<file path="src/rtl/seq_mux.sv">
// Registered N-channel, W-bit multiplexer with a valid/ready output handshake.
// Define SEQ_MUX_SCAN_EN to enable round-robin scan mode (scan port and ptr).
module seq_mux #(
  parameter int unsigned CHANNELS = 16,
  parameter int unsigned WIDTH    = 1,
  localparam int unsigned SEL_W   = $clog2(CHANNELS)
) (
  input  logic                      clk,
  input  logic                      rst,
  input  logic [CHANNELS*WIDTH-1:0] din,
  input  logic [SEL_W-1:0]          sel,
  input  logic                      en,
  input  logic                      scan,
  input  logic                      out_ready,
  output logic                      out_valid,
  output logic [WIDTH-1:0]          out_data,
  output logic [SEL_W-1:0]          out_chan
);

  localparam logic [SEL_W-1:0] LAST_CHAN = SEL_W'(CHANNELS - 1);

  logic             load_c;
  logic [SEL_W-1:0] chan_c;
  logic [WIDTH-1:0] data_c;

  // A new sample may enter when the register is empty or being drained.
  assign load_c = en & (~out_valid | out_ready);

`ifdef SEQ_MUX_SCAN_EN
  logic [SEL_W-1:0] ptr;

  assign chan_c = scan ? ptr : sel;

  // Round-robin pointer wraps at CHANNELS, so it never goes out of range.
  always_ff @(posedge clk) begin
    if (rst) begin
      ptr <= '0;
    end else if (load_c && scan) begin
      ptr <= (ptr == LAST_CHAN) ? '0 : ptr + SEL_W'(1);
    end
  end
`else
  logic scan_unused_c;

  assign scan_unused_c = scan;
  assign chan_c        = sel;
`endif

  // Out-of-range channel indices select all zeros.
  always_comb begin
    data_c = '0;
    for (int i = 0; i < int'(CHANNELS); i++) begin
      if (chan_c == SEL_W'(i)) begin
        data_c = din[i*WIDTH +: WIDTH];
      end
    end
  end

  always_ff @(posedge clk) begin
    if (rst) begin
      out_valid <= 1'b0;
      out_data  <= '0;
      out_chan  <= '0;
    end else if (load_c) begin
      out_valid <= 1'b1;
      out_data  <= data_c;
      out_chan  <= chan_c;
    end else if (out_ready) begin
      out_valid <= 1'b0;
    end
  end

endmodule

</file>
<file path="config.mk">
export PLATFORM = sky130hd
export DESIGN_NAME = seq_mux
export DESIGN_NICKNAME = d
export VERILOG_FILES = /design/src/rtl/seq_mux.sv
export SDC_FILE = /design/constraint.sdc
export NUM_CORES = 1
export LEC_CHECK = 0
export ABC_AREA = 1
export BUFFER_PORTS_ARGS = -buffer_cell sky130_fd_sc_hd__buf_2
export CAP_MARGIN = 0
export CELL_PAD_IN_SITES_DETAIL_PLACEMENT = 0
export CELL_PAD_IN_SITES_GLOBAL_PLACEMENT = 1
export CORE_MARGIN = 5
export CORE_UTILIZATION = 22
export DETAILED_ROUTE_END_ITERATION = 10
export GPL_TIMING_DRIVEN = 1
export PLACE_DENSITY = 0.74
export SLEW_MARGIN = 20
export SYNTH_ARGS = -nofsm -noshare
export SYNTH_HDL_FRONTEND = slang
export SYNTH_SLANG_ARGS = --single-unit
</file>
<file path="constraint.sdc">
create_clock -name clk -period 0.9 [get_ports clk]
set_input_delay 0.135 -clock clk [delete_from_list [all_inputs] [get_ports clk]]
set_output_delay 0.135 -clock clk [all_outputs]
set_load 0.005 [all_outputs]
</file>
==> flow_summary.json, run 1 <==
{
  "fp-row-count": 16,
  "regToRegSetupSlack_ns": 0.06,
  "drc_errors": 0,
  "cp-start-kind": "input pin",
  "synthTopCellsByArea": "dfxtp_1 (28%), nand2_1 (13%), nand3_1 (11%)",
  "hold_depth": 2,
  "synth.top_cells.by_count": "nand2_1 (15), nand3_1 (9), nor2_1 (7), dfxtp_1 (6), inv_1 (4)",
  "worstMarginPinSlew_ns": 0.232,
  "vdd_drop_max_mv": 0.361,
  "synth_top_area_frac": 0.281,
  "dieArea_um2": 2930,
  "pre_cts_slack_ns": -0.265,
  "use_met3": 0.0111,
  "finalCoreUtilization": 0.394,
  "crit_top_cell": "nand2_1",
  "r2r-end": "out_chan[3]$_SDFFE_PP0P_",
  "clock_skew_ns": 0.00804,
  "synthMostInstantiatedCell": "nand2_1",
  "clockBufferDepth": 2,
  "overflow": 0,
  "clk_latency_ns": 0.24,
  "cts_buffers": 3,
  "crit_path_cell_trace": "buf_4 > buf_12 > nor2_8 > nand2_1 > nand2_1 > nor2_2 > nor2_2 > nand2_1 > nand4_1 > nand2_1 > a21oi_2",
  "place_hpwl_um": 1090,
  "grt.busiest_layer": "met2",
  "worstPathRequired_ns": 1.07,
  "synth_top_cell_by_area": "dfxtp_1",
  "p_clk_frac": 0.300,
  "ys_warn_count": 0,
  "track_usage": 0.0882,
  "die_x_um": 54.1,
  "ctsHoldBuffers": 0,
  "reg2reg_depth": 5,
  "ctsRootBufferMaster": "clkbuf_4",
  "synth_area_um2": 428,
  "crit_type": "input pin to register",
  "end_kind": "register",
  "vias": 533,
  "rsz0062_at_grt": "yes",
  "fin_ws_ns": 0.0570,
  "timing.hold.ws_ns": 0.148,
  "post-route-period-util": 0.937,
  "hold-path-endpoint": "out_data$_SDFFE_PP0P_",
  "power.switching_uw": 231,
  "synth_edf_count": 0,
  "slew_violations": 0,
  "viasPerCell": 4.20,
  "period_needed_ns": 0.843,
  "cts_tree": "built",
  "numPortBuffers": 29,
  "ant_nets": 0,
  "intPower_uw": 575,
  "seq_power_share": 0.368,
  "cpMaxStageDelayCell": "buf_12",
  "drive_above_1_share": 0.580,
  "hold_viol": 0,
  "drtIter0Drc": 1,
  "die_y_um": 54.1,
  "hp-start": "rst",
  "synthDistinctLibCells": 18,
  "firstDrtPassIters": 4,
  "crit_path_max_incr_delay_ns": 0.14,
  "synth_area_per_cell_um2": 6.90,
  "io_pins": 31,
  "gr-usage-met1": 0.113,
  "p_comb_frac": 0.332,
  "finalNetCount": 127,
  "ys_seq_area_frac": 0.281,
  "num_antenna_cells": 0,
  "netSwitchingFraction": 0.287,
  "area.growth.synth_to_final_pct": 75.1,
  "grt_max_degree": 10,
  "ys_async_sr_fraction": 0,
  "status": "finished clean",
  "initial_core_util": 0.225,
  "synth-seq-cells": 6,
  "worstHoldPathType": "input pin to register",
  "crit_arrival_ns": 1.02,
  "maxSlewHeadroom": 0.844,
  "post_drt_wl_per_cell_um": 9.99,
  "coreArea_um2": 1900,
  "fmax_mhz": 1190,
  "ys.flop_type": "dfxtp_1",
  "drv_cap": 0,
  "cts_htree_levels": 1,
  "setup_viol": 0,
  "netlist_instances": 62,
  "grt_pass1_vias": 477,
  "p_leak_uw": 0.000388,
  "met2_usage": 0.135,
  "path_clk_slew_ns": 0.04,
  "gp_congestion": 0.755,
  "grt_pass1_wl_um": 1840,
  "reg2reg_from": "out_valid$_SDFFE_PP0P_",
  "cts_sinks": 6,
  "power.total_uw": 806,
  "antenna_found_initial": 0,
  "path_max_fanout": 5,
  "power_per_cell_area_nw_per_um2": 1080,
  "drt-total-wl_um": 1270,
  "syn_nets": 87
}
## cells by family after synthesis
logic type / share of synthesized area
buffers and inverters: 0.105
AND/OR/NAND/NOR: 0.488
flip-flops: 0.281
AO/OA/AOI/OAI: 0.126
## flip-flops by register name, summed over array words and instances, names as in the netlist
register / cells
out_chan: 4
out_data: 1
out_valid: 1
## routing by layer
metal  part of all wire  up-vias  wire [um]
met5                  0        -          0
met4                  0        0          0
met3               0.11        0        139
met2               0.47       23        601
met1               0.42      221        528
li1                   -      289          -
## power by group through the flow
stage | registers [uW] | clock network (uW) | logic [uW]
after floorplan | 303 | 0 | 129
after global placement | 300 | 0 | 237
after detailed placement | 300 | 0 | 241
after CTS | 295 | 255 | 245
after global routing | 299 | 258 | 296
final | 296 | 242 | 268
## layout make-up
cell class	instances	area, um2
Inverter	6	37.5
Clock buffer	3	22.5
Tap cell	27	33.8
Timing Repair Buffer	37	240
Fill cell	209	1150
Multi-Input combinational cell	48	294
Sequential cell	6	121
## what timing repair did
action | 4_1_cts | 5_1_grt
endpoints found under the hold margin | 0 | 0
gates cloned | 0 | 1
setup endpoints to repair | 5 | 5
setup buffers | 0 | 0
pin swaps | 0 | 3
gates resized for setup | 3 | 9
## through the flow
step / cells / setup TNS [ns] / area [um2]
finish: 127 / 0 / 749
global route: 127 / -0.0355 / 749
CTS: 126 / 0 / 694
detailed placement: 123 / -0.425 / 667
global placement: 123 / -0.259 / 667
floorplan: 62 / -0.00440 / 463
## worst max-delay path, delay by kind of cell
family                 cells  cell delay [ns]
AOI/OAI and AO/OA          1             0.10
and+or+nand+nor            8             0.50
buffers and inverters      2             0.27
## worst max path at each step
stage / slack, ns / end / start / depth (start not counted)
2_1_floorplan: -0.004 / out_data$_SDFFE_PP0P_ / sel[1] / 10
6_report: 0.06 / out_data$_SDFFE_PP0P_ / sel[1] / 11
3_3_place_gp: -0.23 / out_data$_SDFFE_PP0P_ / sel[0] / 10
5_1_grt: -0.04 / out_data$_SDFFE_PP0P_ / sel[1] / 11
4_1_cts: 0.01 / out_chan[2]$_SDFFE_PP0P_ / out_valid$_SDFFE_PP0P_ / 5
3_5_place_dp: -0.27 / out_data$_SDFFE_PP0P_ / sel[0] / 10
## cell usage in the layout, fill, tap and decap left out, drive strengths merged
cell,Yosys,final
nand2,16,16
nor4,1,1
nand3,12,12
buf,2,36
nor2,9,9
nand4,2,2
inv,6,6
o211ai,1,1
clkbuf,0,4
o21ai,1,1
dfxtp,6,6
a211oi,3,3
a21oi,3,3
(Power assumes the default switching activity.)
==> run 2, diff against run 1 <==
--- a/config.mk
+++ b/config.mk
@@ -15,6 +15,7 @@
 export DETAILED_ROUTE_END_ITERATION = 10
 export GPL_TIMING_DRIVEN = 1
 export PLACE_DENSITY = 0.74
+export REMOVE_ABC_BUFFERS = 1
 export SLEW_MARGIN = 20
 export SYNTH_ARGS = -nofsm -noshare
 export SYNTH_HDL_FRONTEND = slang
==> run 2 against run 1 <==
Against the previous run:
- critical path depth down 6
- sequential power about the same
- worst hold slack worse by 0.028 ns
- via count grew 2.8%
- combinational power decreased by 12%
- utilization decreased by 3.0 points
- clock skew down 0.0078 ns
- maximum frequency up 2.1%
- critical path type is now register to register
- largest cell class unchanged
==> flow_summary.json, run 2 (synthesis results as in run 1) <==
{
  "cts_sinks": 6,
  "reg2reg_from": "out_valid$_SDFFE_PP0P_",
  "p_leak_uw": 0.000369,
  "final_cell_count_no_fill": 127,
  "ant_nets": 0,
  "drc_errors": 0,
  "reg2reg_depth": 5,
  "area.growth.synth_to_final_pct": 62.0,
  "drive_above_1_share": 0.530,
  "regMostFlops": "out_chan",
  "post_cts_buffers": 0,
  "mostFrequentLayoutCell": "buf_2",
  "slew_violations": 0,
  "r2r-end": "out_data$_SDFFE_PP0P_",
  "cts_buffers": 3,
  "multiInputGateArea_um2": 273,
  "clockBufferDepth": 2,
  "hold-path-endpoint": "out_data$_SDFFE_PP0P_",
  "cp-startpoint": "out_valid$_SDFFE_PP0P_",
  "regToRegSetupSlack_ns": 0.07,
  "ctsHoldBuffers": 0,
  "numPortBuffers": 29,
  "largest_reg_flops": 4,
  "dp.cells": 124,
  "io_pins": 31,
  "end_kind": "register",
  "antenna_found_initial": 0,
  "worstPathRequired_ns": 1.08,
  "firstDrtPassIters": 4,
  "post_drt_wl_per_cell_um": 10.1,
  "period_needed_ns": 0.826,
  "finalNetCount": 127,
  "p_clk_frac": 0.315,
  "drv_cap": 0,
  "drtIter0Drc": 7,
  "grt_max_degree": 10,
  "initial_core_util": 0.225,
  "fp-row-count": 16,
  "fillers": 234,
  "crit_type": "register to register",
  "reg_top3": "out_chan x4, out_data x1, out_valid x1",
  "seq_power_share": 0.381,
  "setup_viol": 0,
  "overflow": 0,
  "die_y_um": 54.1,
  "drt-total-wl_um": 1290,
  "clk_latency_ns": 0.25,
  "cts_htree_levels": 1,
  "grt_pass1_vias": 497,
  "vdd_drop_max_mv": 0.336,
  "stdcell_area_um2": 693,
  "path_max_fanout": 3,
  "cp-start-kind": "register",
  "regArea_um2": 121,
  "cts_tree": "built",
  "power.switching_uw": 220,
  "fmax_mhz": 1210,
  "dieArea_um2": 2930,
  "p_comb_frac": 0.304,
  "path_clk_slew_ns": 0.04,
  "vias": 548,
  "hp-start": "rst",
  "netSwitchingFraction": 0.282,
  "grt_pass1_wl_um": 1990,
  "track_usage": 0.0979,
  "intPower_uw": 560,
  "viasPerCell": 4.31,
  "gp_congestion": 0.722,
  "worstMarginPinSlew_ns": 0.231,
  "worstHoldPathType": "input pin to register",
  "hold_depth": 2,
  "crit_arrival_ns": 1.01,
  "post-route-period-util": 0.917,
  "status": "finished clean",
  "die_x_um": 54.1,
  "place_hpwl_um": 1130,
  "coreArea_um2": 1900,
  "power_per_cell_area_nw_per_um2": 1120,
  "hold_viol": 0,
  "rsz0062_at_grt": "no",
  "final_cell_mix": "buf_2 (27), nand2_1 (13), nand3_1 (9)",
  "num_antenna_cells": 0,
  "ctsRootBufferMaster": "clkbuf_4",
  "clock_skew_ns": 0.000210,
  "dpl_cell_area_um2": 644,
  "maxSlewHeadroom": 0.844
}
-- run 2: cell count changes in the layout (fill, tap and decap cells not counted), sizes merged --
cell / change
clkbuf: -1
buf: +1
-- run 2: per-layer routing --
metal,vias up,GRT usage,part of all wire
li1,292,-,-
met3,5,0.0222,0.078
met2,21,0.169,0.47
met1,230,0.0967,0.42
met4,0,0.0871,0.032
met5,-,0,0
-- run 2: worst max path at each step --
stage | to | slack (ns)
2_1_floorplan | out_chan[1]$_SDFFE_PP0P_ | 0.01
3_3_place_gp | out_data$_SDFFE_PP0P_ | -0.26
3_5_place_dp | out_data$_SDFFE_PP0P_ | -0.27
4_1_cts | out_chan[1]$_SDFFE_PP0P_ | 0.01
5_1_grt | out_data$_SDFFE_PP0P_ | 0.003
6_report | out_data$_SDFFE_PP0P_ | 0.07
-- run 2: final cells by class --
class                   instances  area share
multi-input cells              48       0.394
flip-flops and latches          6       0.175
repair buffers                 37       0.314
clock buffers                   3      0.0325
inverters                       6      0.0361
well taps                      27      0.0487
-- run 2: critical path, cell delays in order (launching register included) --
cell	delay (ns)
dfxtp_2	0.32
nand2_2	0.07
nand2_4	0.09
buf_4	0.11
nand2_1	0.05
a21oi_2	0.12
-- run 2: power groups by stage --
stage	combinational (uW)	clock (uW)	sequential, uW
3_3_place_gp	226	0	299
6_report	237	245	297
5_1_grt	264	272	298
2_1_floorplan	88.9	0	303
3_5_place_dp	227	0	301
4_1_cts	232	254	296
-- run 2: metrics by stage --
step / hold slack [ns] / setup WS [ns] / power [uW] / util / setup TNS (ns)
floorplan: 0.197 / 0.0132 / 392 / - / 0
global placement: 0.375 / -0.256 / 525 / 0.339 / -0.276
detailed placement: 0.379 / -0.268 / 528 / 0.339 / -0.330
CTS: 0.117 / 0.0132 / 783 / 0.353 / 0
global route: 0.126 / 0.00311 / 834 / 0.364 / 0
finish: 0.120 / 0.0744 / 780 / 0.364 / 0
-- run 2: what timing repair did --
action,CTS,global route
setup endpoints to repair,4,5
gates cloned,0,0
endpoints found under the hold margin,0,0
pin swaps,0,1
gates resized for setup,3,7
==> run 3, diff against run 2 <==
--- a/config.mk
+++ b/config.mk
@@ -10,7 +10,7 @@
 export CAP_MARGIN = 0
 export CELL_PAD_IN_SITES_DETAIL_PLACEMENT = 0
 export CELL_PAD_IN_SITES_GLOBAL_PLACEMENT = 1
-export CORE_MARGIN = 5
+export CORE_MARGIN = 3
 export CORE_UTILIZATION = 22
 export DETAILED_ROUTE_END_ITERATION = 10
 export GPL_TIMING_DRIVEN = 1
==> run 3 against run 2 <==
Against the previous run:
- global-route usage rose by 0.55 points
- worst hold slack better by 0.020 ns
- utilization is 2.4 points higher
- clock power down 2%
- critical path type is now register to primary output
- sequential power about the same
- first-iteration DRC count shrank 43%
- sequential share of layout area stayed put
- largest power group unchanged
- wire length is 5.4% lower
- register-to-register slack about the same
- critical path depth down 4
- worst setup slack got worse by 0.0029 ns
==> flow_summary.json, run 3 (synthesis results as in run 1) <==
{
  "drive_above_1_share": 0.551,
  "worstMarginPinSlew_ns": 0.225,
  "p_clk_frac": 0.308,
  "clk_latency_ns": 0.24,
  "finalCoreUtilization": 0.389,
  "vias": 548,
  "firstDrtPassIters": 2,
  "hold_viol": 0,
  "coreArea_um2": 1780,
  "crit_type": "register to primary output",
  "clock_skew_ns": 0.00218,
  "critPathTopFamily": "flip-flops",
  "hp-start": "rst",
  "cp-start-kind": "register",
  "drc_errors": 0,
  "dieArea_um2": 2510,
  "reg2reg_depth": 5,
  "crit_arrival_ns": 0.69,
  "maxSlewHeadroom": 0.848,
  "clockBufferDepth": 2,
  "track_usage": 0.103,
  "io_pins": 31,
  "fmax_mhz": 1210,
  "finalNetCount": 125,
  "post-route-period-util": 0.921,
  "path_buf_inv": 1,
  "ctsHoldBuffers": 0,
  "grt_max_degree": 10,
  "area.growth.synth_to_final_pct": 62.0,
  "overflow": 0,
  "regToRegSetupSlack_ns": 0.07,
  "die_x_um": 50.1,
  "post_drt_wl_per_cell_um": 9.90,
  "path_clk_slew_ns": 0.04,
  "cts_sinks": 6,
  "reg2reg_from": "out_valid$_SDFFE_PP0P_",
  "mostFrequentLayoutCell": "buf_2",
  "vdd_drop_max_mv": 0.471,
  "p_comb_frac": 0.308,
  "p_leak_uw": 0.000368,
  "cpMaxStageDelayCell": "dfxtp_1",
  "path_max_fanout": 2,
  "viasPerCell": 4.46,
  "ant_nets": 0,
  "crit_path_cell_trace": "buf_2",
  "largest_reg_flops": 4,
  "initial_core_util": 0.240,
  "period_needed_ns": 0.828,
  "drv_cap": 0,
  "cts_buffers": 3,
  "status": "finished clean",
  "numPortBuffers": 29,
  "hold_depth": 2,
  "final_cell_mix": "buf_2 (27), nand2_1 (13), nand3_1 (9)",
  "final_cell_count_no_fill": 123,
  "dpl_cell_area_um2": 627,
  "place_hpwl_um": 1010,
  "regMostFlops": "out_chan",
  "slew_violations": 0,
  "worstHoldPathType": "input pin to register",
  "die_y_um": 50.1,
  "dp.cells": 120,
  "netSwitchingFraction": 0.284,
  "antenna_found_initial": 0,
  "ctsRootBufferMaster": "clkbuf_4",
  "crit_path_max_incr_delay_ns": 0.33,
  "setup_viol": 0,
  "num_antenna_cells": 0,
  "cts_htree_levels": 1,
  "drtIter0Drc": 4,
  "hold-path-endpoint": "out_data$_SDFFE_PP0P_",
  "reg_top3": "out_chan x4, out_data x1, out_valid x1",
  "gp_congestion": 0.780,
  "rsz0062_at_grt": "no",
  "grt_pass1_wl_um": 1950,
  "end_kind": "primary output",
  "cts_tree": "built",
  "worstPathRequired_ns": 0.76,
  "drt-total-wl_um": 1220,
  "r2r-end": "out_chan[2]$_SDFFE_PP0P_",
  "grt_pass1_vias": 473,
  "stdcell_area_um2": 693,
  "tns_ns": 0,
  "power_per_cell_area_nw_per_um2": 1120,
  "intPower_uw": 558,
  "fp-row-count": 15,
  "power.total_uw": 779,
  "seq_power_share": 0.384,
  "power.switching_uw": 221
}
[run 3: cell count changes in the layout (fill, tap and decap cells not counted), sizes merged]
cell  previous run  this run
buf             37        35
[run 3: per-stage QoR]
step | hold slack [ns] | setup WS [ns]
after floorplan | 0.197 | 0.0132
after global placement | 0.379 | -0.284
after detailed placement | 0.374 | -0.291
after CTS | 0.115 | 0.0108
after global routing | 0.143 | 0.00246
final | 0.140 | 0.0715
[run 3: final cells by class]
type                    instances  area (um2)
flip-flops and latches          6         121
inverters                       6        25.0
clock buffers                   3        22.5
fillers                       201        1090
well taps                      25        31.3
repair buffers                 35         203
multi-input cells              48         290
[run 3: timing repair]
item,in CTS,in global routing
gates resized for setup,4,10
setup buffers,0,0
endpoints found under the setup margin,4,5
pin swaps,0,3
[run 3: routing by layer]
layer  GRT usage  vias to the layer above  routed length, um
met5           0                        -                  0
li1            -                      285                  -
met2       0.154                       26                555
met4      0.0829                        0                 27
met1       0.126                      233                528
met3      0.0211                        4                106
[run 3: power groups by stage]
stage	logic (uW)	registers (uW)	clock network [uW]
final	240	299	240
after global routing	268	301	270
after CTS	224	296	251
after detailed placement	219	301	0
after global placement	219	299	0
after floorplan	88.9	303	0
[run 3: worst max-delay path by stage]
stage / startpoint / end / cells past startpoint
floorplan: out_valid$_SDFFE_PP0P_ / out_chan[1]$_SDFFE_PP0P_ / 5
CTS: out_valid$_SDFFE_PP0P_ / out_chan[0]$_SDFFE_PP0P_ / 5
global route: sel[1] / out_data$_SDFFE_PP0P_ / 10
detailed placement: sel[1] / out_data$_SDFFE_PP0P_ / 10
global placement: sel[1] / out_data$_SDFFE_PP0P_ / 10
finish: out_chan[2]$_SDFFE_PP0P_ / out_chan[2] / 1
